[config.mk]
export PLATFORM = sky130hd
export DESIGN_NAME = parity_gen
export DESIGN_NICKNAME = d
export VERILOG_FILES = /design/src/rtl/parity_gen_pkg.sv /design/src/rtl/parity_gen_bit.sv /design/src/rtl/parity_gen.sv
export SDC_FILE = /design/constraint.sdc
export NUM_CORES = 1
export LEC_CHECK = 0
export ABC_AREA = 1
export CAP_MARGIN = 5
export CORE_AREA = 2 2 302 304
export CTS_CLUSTER_SIZE = 25
export DETAILED_ROUTE_END_ITERATION = 16
export DIE_AREA = 0 0 304 306
export GPL_ROUTABILITY_DRIVEN = 0
export GPL_TIMING_DRIVEN = 1
export PLACE_DENSITY_LB_ADDON = 0.2
export SLEW_MARGIN = 10
export SYNTH_ARGS = -nofsm -noshare
export SYNTH_HDL_FRONTEND = slang
export SYNTH_SLANG_ARGS = --single-unit
export TNS_END_PERCENT = 30
[constraint.sdc]
create_clock -name clock -period 1.56 [get_ports clock]
set_input_delay 0.312 -clock clock [delete_from_list [all_inputs] [get_ports clock]]
set_output_delay 0.312 -clock clock [all_outputs]
set_load 0.005 [all_outputs]
[src/rtl/parity_gen_pkg.sv]
// Shared constants for the raw-hits RAM write-side parity generator:
// data widths, RAM index map and the two-state sweep/run encoding.
package parity_gen_pkg;

  localparam int MXCFEB   = 5;   // CFEBs on CSC
  localparam int MXLY     = 6;   // layers per CFEB
  localparam int MXDS     = 8;   // data bits per CFEB layer RAM
  localparam int MXRPC    = 5;   // RPC RAMs
  localparam int RPC_DW   = 16;  // data bits per RPC RAM
  localparam int MINI_DW  = 18;  // data bits per miniscope RAM
  localparam int NMINI    = 2;   // miniscope RAMs
  localparam int RAM_ADRB = 11;  // RAM address width (depth 2048)

  localparam int NRAM     = MXCFEB * MXLY + MXRPC + NMINI;  // 37 RAMs

  // Index of the first RAM of each group within ram_par
  localparam int CFEB_RAM0 = 0;
  localparam int RPC_RAM0  = 30;
  localparam int MINI_RAM0 = 35;

  localparam int CFEB_W = MXCFEB * MXLY * MXDS;
  localparam int RPC_W  = MXRPC * RPC_DW;
  localparam int MINI_W = NMINI * MINI_DW;
  localparam int INJ_W  = 6;  // width of an injection RAM index

  typedef enum logic {
    S_INIT = 1'b0,  // post-reset address sweep writing parity-valid zeros
    S_RUN  = 1'b1   // normal pass-through of sequencer writes
  } state_t;

endpackage

[src/rtl/parity_gen_bit.sv]
// One registered odd-parity bit for a single RAM of width W.
// The flip input inverts the stored bit to deliberately corrupt one write.
module parity_gen_bit #(
  parameter int W = 8
) (
  input  logic         clock,
  input  logic         reset,
  input  logic         load,
  input  logic [W-1:0] data,
  input  logic         flip,
  output logic         par
);

  // Capture odd parity of the incoming word whenever its data register loads
  always_ff @(posedge clock) begin
    if (reset) begin
      par <= 1'b0;
    end else if (load) begin
      par <= ~(^data) ^ flip;
    end
  end

endmodule

[src/rtl/parity_gen.sv]
// Write-side parity generator for the 37 raw-hits RAMs (30 CFEB, 5 RPC, 2 mini).
// After reset it sweeps every address with zero data and valid parity, then
// forwards sequencer writes with one clock of latency.
// Optional feature: define PARITY_INJECT_EN to add the parity-corruption
// injection ports (inject_req/inject_ram/inject_ack/inject_bad).
module parity_gen
  import parity_gen_pkg::*;
(
  input  logic                clock,
  input  logic                reset,
  input  logic                fifo_wen_in,
  input  logic [CFEB_W-1:0]   cfeb_wdata_in,
  input  logic [RPC_W-1:0]    rpc_wdata_in,
  input  logic [MINI_W-1:0]   mini_wdata_in,
  output logic                ram_wen,
  output logic [RAM_ADRB-1:0] ram_wadr,
  output logic [CFEB_W-1:0]   cfeb_wdata,
  output logic [RPC_W-1:0]    rpc_wdata,
  output logic [MINI_W-1:0]   mini_wdata,
  output logic [NRAM-1:0]     ram_par,
  output logic                init_busy,
  output logic                init_done
`ifdef PARITY_INJECT_EN
  ,
  input  logic                inject_req,
  input  logic [INJ_W-1:0]    inject_ram,
  output logic                inject_ack,
  output logic                inject_bad
`endif
);

  state_t              state_reg, state_next;
  logic                run;
  logic                sweep_last;
  logic                load;
  logic                ram_wen_next;
  logic [RAM_ADRB-1:0] wadr_next;
  logic [CFEB_W-1:0]   cfeb_d;
  logic [RPC_W-1:0]    rpc_d;
  logic [MINI_W-1:0]   mini_d;
  logic [NRAM-1:0]     flip;

  assign run        = (state_reg == S_RUN);
  // Last sweep address is currently on the write port
  assign sweep_last = !run && ram_wen && (ram_wadr == {RAM_ADRB{1'b1}});
  // The sweep loads zeros every clock; in run mode only requested writes load
  assign load       = !run || fifo_wen_in;
  assign cfeb_d     = run ? cfeb_wdata_in : '0;
  assign rpc_d      = run ? rpc_wdata_in  : '0;
  assign mini_d     = run ? mini_wdata_in : '0;

  assign init_busy  = !run;
  assign init_done  = run;

  // State register
  always_ff @(posedge clock) begin
    if (reset) begin
      state_reg <= S_INIT;
    end else begin
      state_reg <= state_next;
    end
  end

  // Next state, next write enable and next write address
  always_comb begin
    state_next   = state_reg;
    ram_wen_next = 1'b0;
    wadr_next    = ram_wadr;
    case (state_reg)
      S_INIT: begin
        ram_wen_next = !sweep_last;
        if (sweep_last) begin
          state_next = S_RUN;
        end
      end
      S_RUN: begin
        ram_wen_next = fifo_wen_in;
      end
      default: begin
        state_next = S_INIT;
      end
    endcase
    // Address advances the clock after each write; wraps naturally at 2047
    if (ram_wen) begin
      wadr_next = ram_wadr + RAM_ADRB'(1);
    end
  end

  // Write enable and address registers
  always_ff @(posedge clock) begin
    if (reset) begin
      ram_wen  <= 1'b0;
      ram_wadr <= '0;
    end else begin
      ram_wen  <= ram_wen_next;
      ram_wadr <= wadr_next;
    end
  end

  // Write data registers, zeroed during the sweep and held when idle
  always_ff @(posedge clock) begin
    if (reset) begin
      cfeb_wdata <= '0;
      rpc_wdata  <= '0;
      mini_wdata <= '0;
    end else if (load) begin
      cfeb_wdata <= cfeb_d;
      rpc_wdata  <= rpc_d;
      mini_wdata <= mini_d;
    end
  end

`ifdef PARITY_INJECT_EN
  logic             pending_reg;
  logic [INJ_W-1:0] pending_ram_reg;
  logic             ack_reg;
  logic             bad_reg;
  logic             inj_fire;
  logic             req_ok;

  // The pending corruption is applied to the next run-mode write
  assign inj_fire   = run && fifo_wen_in && pending_reg;
  // New requests are taken only in run mode with nothing already pending
  assign req_ok     = run && inject_req && !pending_reg;
  assign inject_ack = ack_reg;
  assign inject_bad = bad_reg;

  // Injection request latch and single-clock acknowledge
  always_ff @(posedge clock) begin
    if (reset) begin
      pending_reg     <= 1'b0;
      pending_ram_reg <= '0;
      ack_reg         <= 1'b0;
      bad_reg         <= 1'b0;
    end else begin
      ack_reg <= 1'b0;
      bad_reg <= 1'b0;
      if (inj_fire) begin
        pending_reg <= 1'b0;
        ack_reg     <= 1'b1;
      end else if (req_ok) begin
        if (inject_ram >= INJ_W'(NRAM)) begin
          ack_reg <= 1'b1;
          bad_reg <= 1'b1;
        end else begin
          pending_reg     <= 1'b1;
          pending_ram_reg <= inject_ram;
        end
      end
    end
  end
`endif

  // One parity bit per RAM, sliced from the group that RAM belongs to
  for (genvar gi = 0; gi < NRAM; gi++) begin : g_par
`ifdef PARITY_INJECT_EN
    assign flip[gi] = inj_fire && (pending_ram_reg == INJ_W'(gi));
`else
    assign flip[gi] = 1'b0;
`endif
    if (gi < RPC_RAM0) begin : g_cfeb
      parity_gen_bit #(.W(MXDS)) u_bit (
        .clock (clock),
        .reset (reset),
        .load  (load),
        .data  (cfeb_d[(gi - CFEB_RAM0) * MXDS +: MXDS]),
        .flip  (flip[gi]),
        .par   (ram_par[gi])
      );
    end else if (gi < MINI_RAM0) begin : g_rpc
      parity_gen_bit #(.W(RPC_DW)) u_bit (
        .clock (clock),
        .reset (reset),
        .load  (load),
        .data  (rpc_d[(gi - RPC_RAM0) * RPC_DW +: RPC_DW]),
        .flip  (flip[gi]),
        .par   (ram_par[gi])
      );
    end else begin : g_mini
      parity_gen_bit #(.W(MINI_DW)) u_bit (
        .clock (clock),
        .reset (reset),
        .load  (load),
        .data  (mini_d[(gi - MINI_RAM0) * MINI_DW +: MINI_DW]),
        .flip  (flip[gi]),
        .par   (ram_par[gi])
      );
    end
  end

endmodule

==> impl_metrics.json <==
{
  "status": "complete, but fails checks",
  "violations": "setup timing",
  "grt_start_max_net_pins": 95,
  "fin_tns_setup_ps": -171080,
  "vias_per_cell": 4.36,
  "coreArea_sq_mm": 0.0896,
  "max_freq_mhz": 504,
  "crit_path_max_fanout": 8,
  "synth_nets": 3199,
  "dr.pass1.iters": 5,
  "rsz0062_at_grt": "true",
  "grt_pass1_vias": 21300,
  "fin_crit_ps": 1980,
  "most-common-layout-cells": "nand2_1, clkdlybuf4s50_1, dfxtp_1, nand3_1, a21oi_1",
  "dpl-instance-area_sq_mm": 0.0309,
  "power_density_mw_per_mm2": 699,
  "cts-root-buf": "clkbuf_16",
  "r2r_slack_ps": -420,
  "critPathRequiredTime_ps": 2090,
  "crit_type": "reg -> reg",
  "design_area_sq_mm": 0.0357,
  "reg2reg_depth": 13,
  "synth_cell_type_count": 28,
  "dp_hpwl_microns": 64600,
  "htreeDepth": 2,
  "die_x_microns": 304,
  "grt_use_total_pct": 18.9,
  "numCtsBuffers": 53,
  "cts_buffer_depth": 3,
  "clock_skew_ps": 16.7,
  "crit_path_end_kind": "flip-flop",
  "final_layout_size_suffix_gt1_share_pct": 21.6,
  "synth_area_sq_mm": 0.0203,
  "yosys_warnings": 0,
  "drc": 0,
  "hold-worst-slack_ps": 131,
  "nets": 4182,
  "grt_pass1_wl_microns": 135000,
  "critPathLaunchType": "flip-flop",
  "antenna_found_initial": 11,
  "post_drt_wl_per_cell_microns": 18.7,
  "clkTransAtPathRegs_ps": 60,
  "grt-ovfl-total": 0,
  "port_buffers": 765,
  "synthCells": 2839,
  "fin_crit_sh_pct": 127,
  "power_leakage_nw": 13.2,
  "initial_utilization_pct": 22.6,
  "pin_count": 766,
  "synthToLayoutAreaGrowth_pct": 75.8,
  "vias": 22000,
  "die_area_sq_mm": 0.0930,
  "synth_area_per_cell_sq_um": 7.14,
  "hp-class": "in -> reg",
  "tightestPinTransition_ps": 565,
  "layout.cells.non_filler": 5042,
  "clock_sinks": 406,
  "cap_violations": 0,
  "setup_viol": 711,
  "cts_hold_buf": 0,
  "ys_ff_latch": 406,
  "whs_path_depth": 3,
  "worst_skew_pair.late_latency_ps": 610,
  "postRouteAntennaNets": 0,
  "cp.arrival_ps": 2520,
  "finalWorstSetupSlack_ps": -424,
  "drv_slew": 0,
  "fp-row-count": 110,
  "tritoncts": "done",
  "dp_slack_ps": -476,
  "slew_headroom_pct": 62.4,
  "hold_viol": 0,
  "wirelength_microns": 94200,
  "die_y_microns": 306,
  "dp_cells": 4851,
  "peakVddDrop_mv": 0.741,
  "synth_seq_area_share_pct": 40.1,
  "final_common_cell": "nand2_1",
  "drt_iter0_markers": 1177
}
-- Yosys cell counts --
library cell	number	area (sq um)
a21oi_1	386	1930
and2_1	1	6.26
buf_1	12	45.0
buf_12	1	20.0
buf_2	37	185
buf_4	72	541
buf_6	14	158
buf_8	2	30.0
clkbuf_1	104	390
dfxtp_1	406	8130
ha_1	1	12.5
inv_1	135	507
nand2_1	908	3410
nand2_2	4	25.0
nand2b_1	1	6.26
nand3_1	331	1660
nand3b_1	4	30.0
nand4_1	2	12.5
nor2_1	61	229
nor2_4	1	11.3
nor3_1	6	30.0
nor3b_1	1	7.51
o21ai_0	53	265
o21ai_1	2	10.0
o21bai_1	30	225
xnor2_1	163	1430
xnor2_2	13	211
xor2_1	88	771
-- what timing repair did --
item                                    CTS  global route
buffers inserted                         33            28
endpoints found under the setup margin  800           731
cloned                                   28            14
pin swaps                                26            89
resized for setup                       440           254
hold endpoints to repair                  0             0
-- cell families after synthesis --
group	count (synthesis)	share of synthesized area, %
simple gates	1320	26.7
compound gates	471	12.0
flops	406	40.1
buf+inv	377	9.25
xor+xnor	264	11.9
fa+ha+maj	1	0.0617
-- routing by layer --
| layer | vias up | global-route usage, % | part of all wire (%) |
|---|---|---|---|
| met5 | - | 0 | 0.041 |
| met1 | 10200 | 21.9 | 41 |
| li1 | 11100 | - | - |
| met2 | 612 | 32.7 | 49 |
| met4 | 6 | 6.68 | 3.1 |
| met3 | 139 | 5.86 | 7.3 |
-- flip-flops by register name (all words and copies together), names as in the netlist --
| register | count |
|---|---|
| cfeb_wdata | 240 |
| init_done | 1 |
| ram_wen | 1 |
| rpc_wdata | 80 |
| mini_wdata | 36 |
| g_par.g_rpc.u_bit.par | 5 |
| g_par.g_mini.u_bit.par | 2 |
| g_par.g_cfeb.u_bit.par | 30 |
| ram_wadr | 11 |
-- final timing paths --
| path | from | end |
|---|---|---|
| setup / recovery | init_done | cfeb_wdata[207] |
| hold / removal | reset | mini_wdata[32] |
| setup reg to reg | init_done | cfeb_wdata[207] |
| hold reg to reg | cfeb_wdata[64] | cfeb_wdata[64] |
-- layout make-up --
class,instances,area (sq um)
antenna,7,17.5
sequential,406,8170
tap,1176,1470
inverter,135,532
clock buffer,73,1510
clock inverter,19,191
timing repair buffer,1170,12400
multi-input combinational,2056,11400
fill,9242,53900
-- metrics by stage --
step                power [W]  utilization (%)
finish                 0.0249             39.8
global route           0.0258             39.8
CTS                    0.0253             38.2
detailed placement     0.0128             34.5
global placement       0.0128             34.5
floorplan              0.0111                -
-- critical path, cell delays in order (launching register included) --
cell	delay [ps]
dfxtp_4	370
buf_12	110
buf_12	130
buf_4	110
buf_8	100
inv_6	30
nor2_4	100
buf_12	170
buf_12	140
buf_16	190
buf_12	120
buf_16	110
nand2_1	60
a21oi_2	130
-- report_power, final --
part / total [W] / switching (W) / internal (W)
logic: 0.00217 / 0.000942 / 0.00123
clock network: 0.0123 / 0.00505 / 0.00724
registers: 0.0105 / 0.0000351 / 0.0104
total: 0.0249 / 0.00603 / 0.0189
Note: power is estimated with default switching activity, not from simulation.
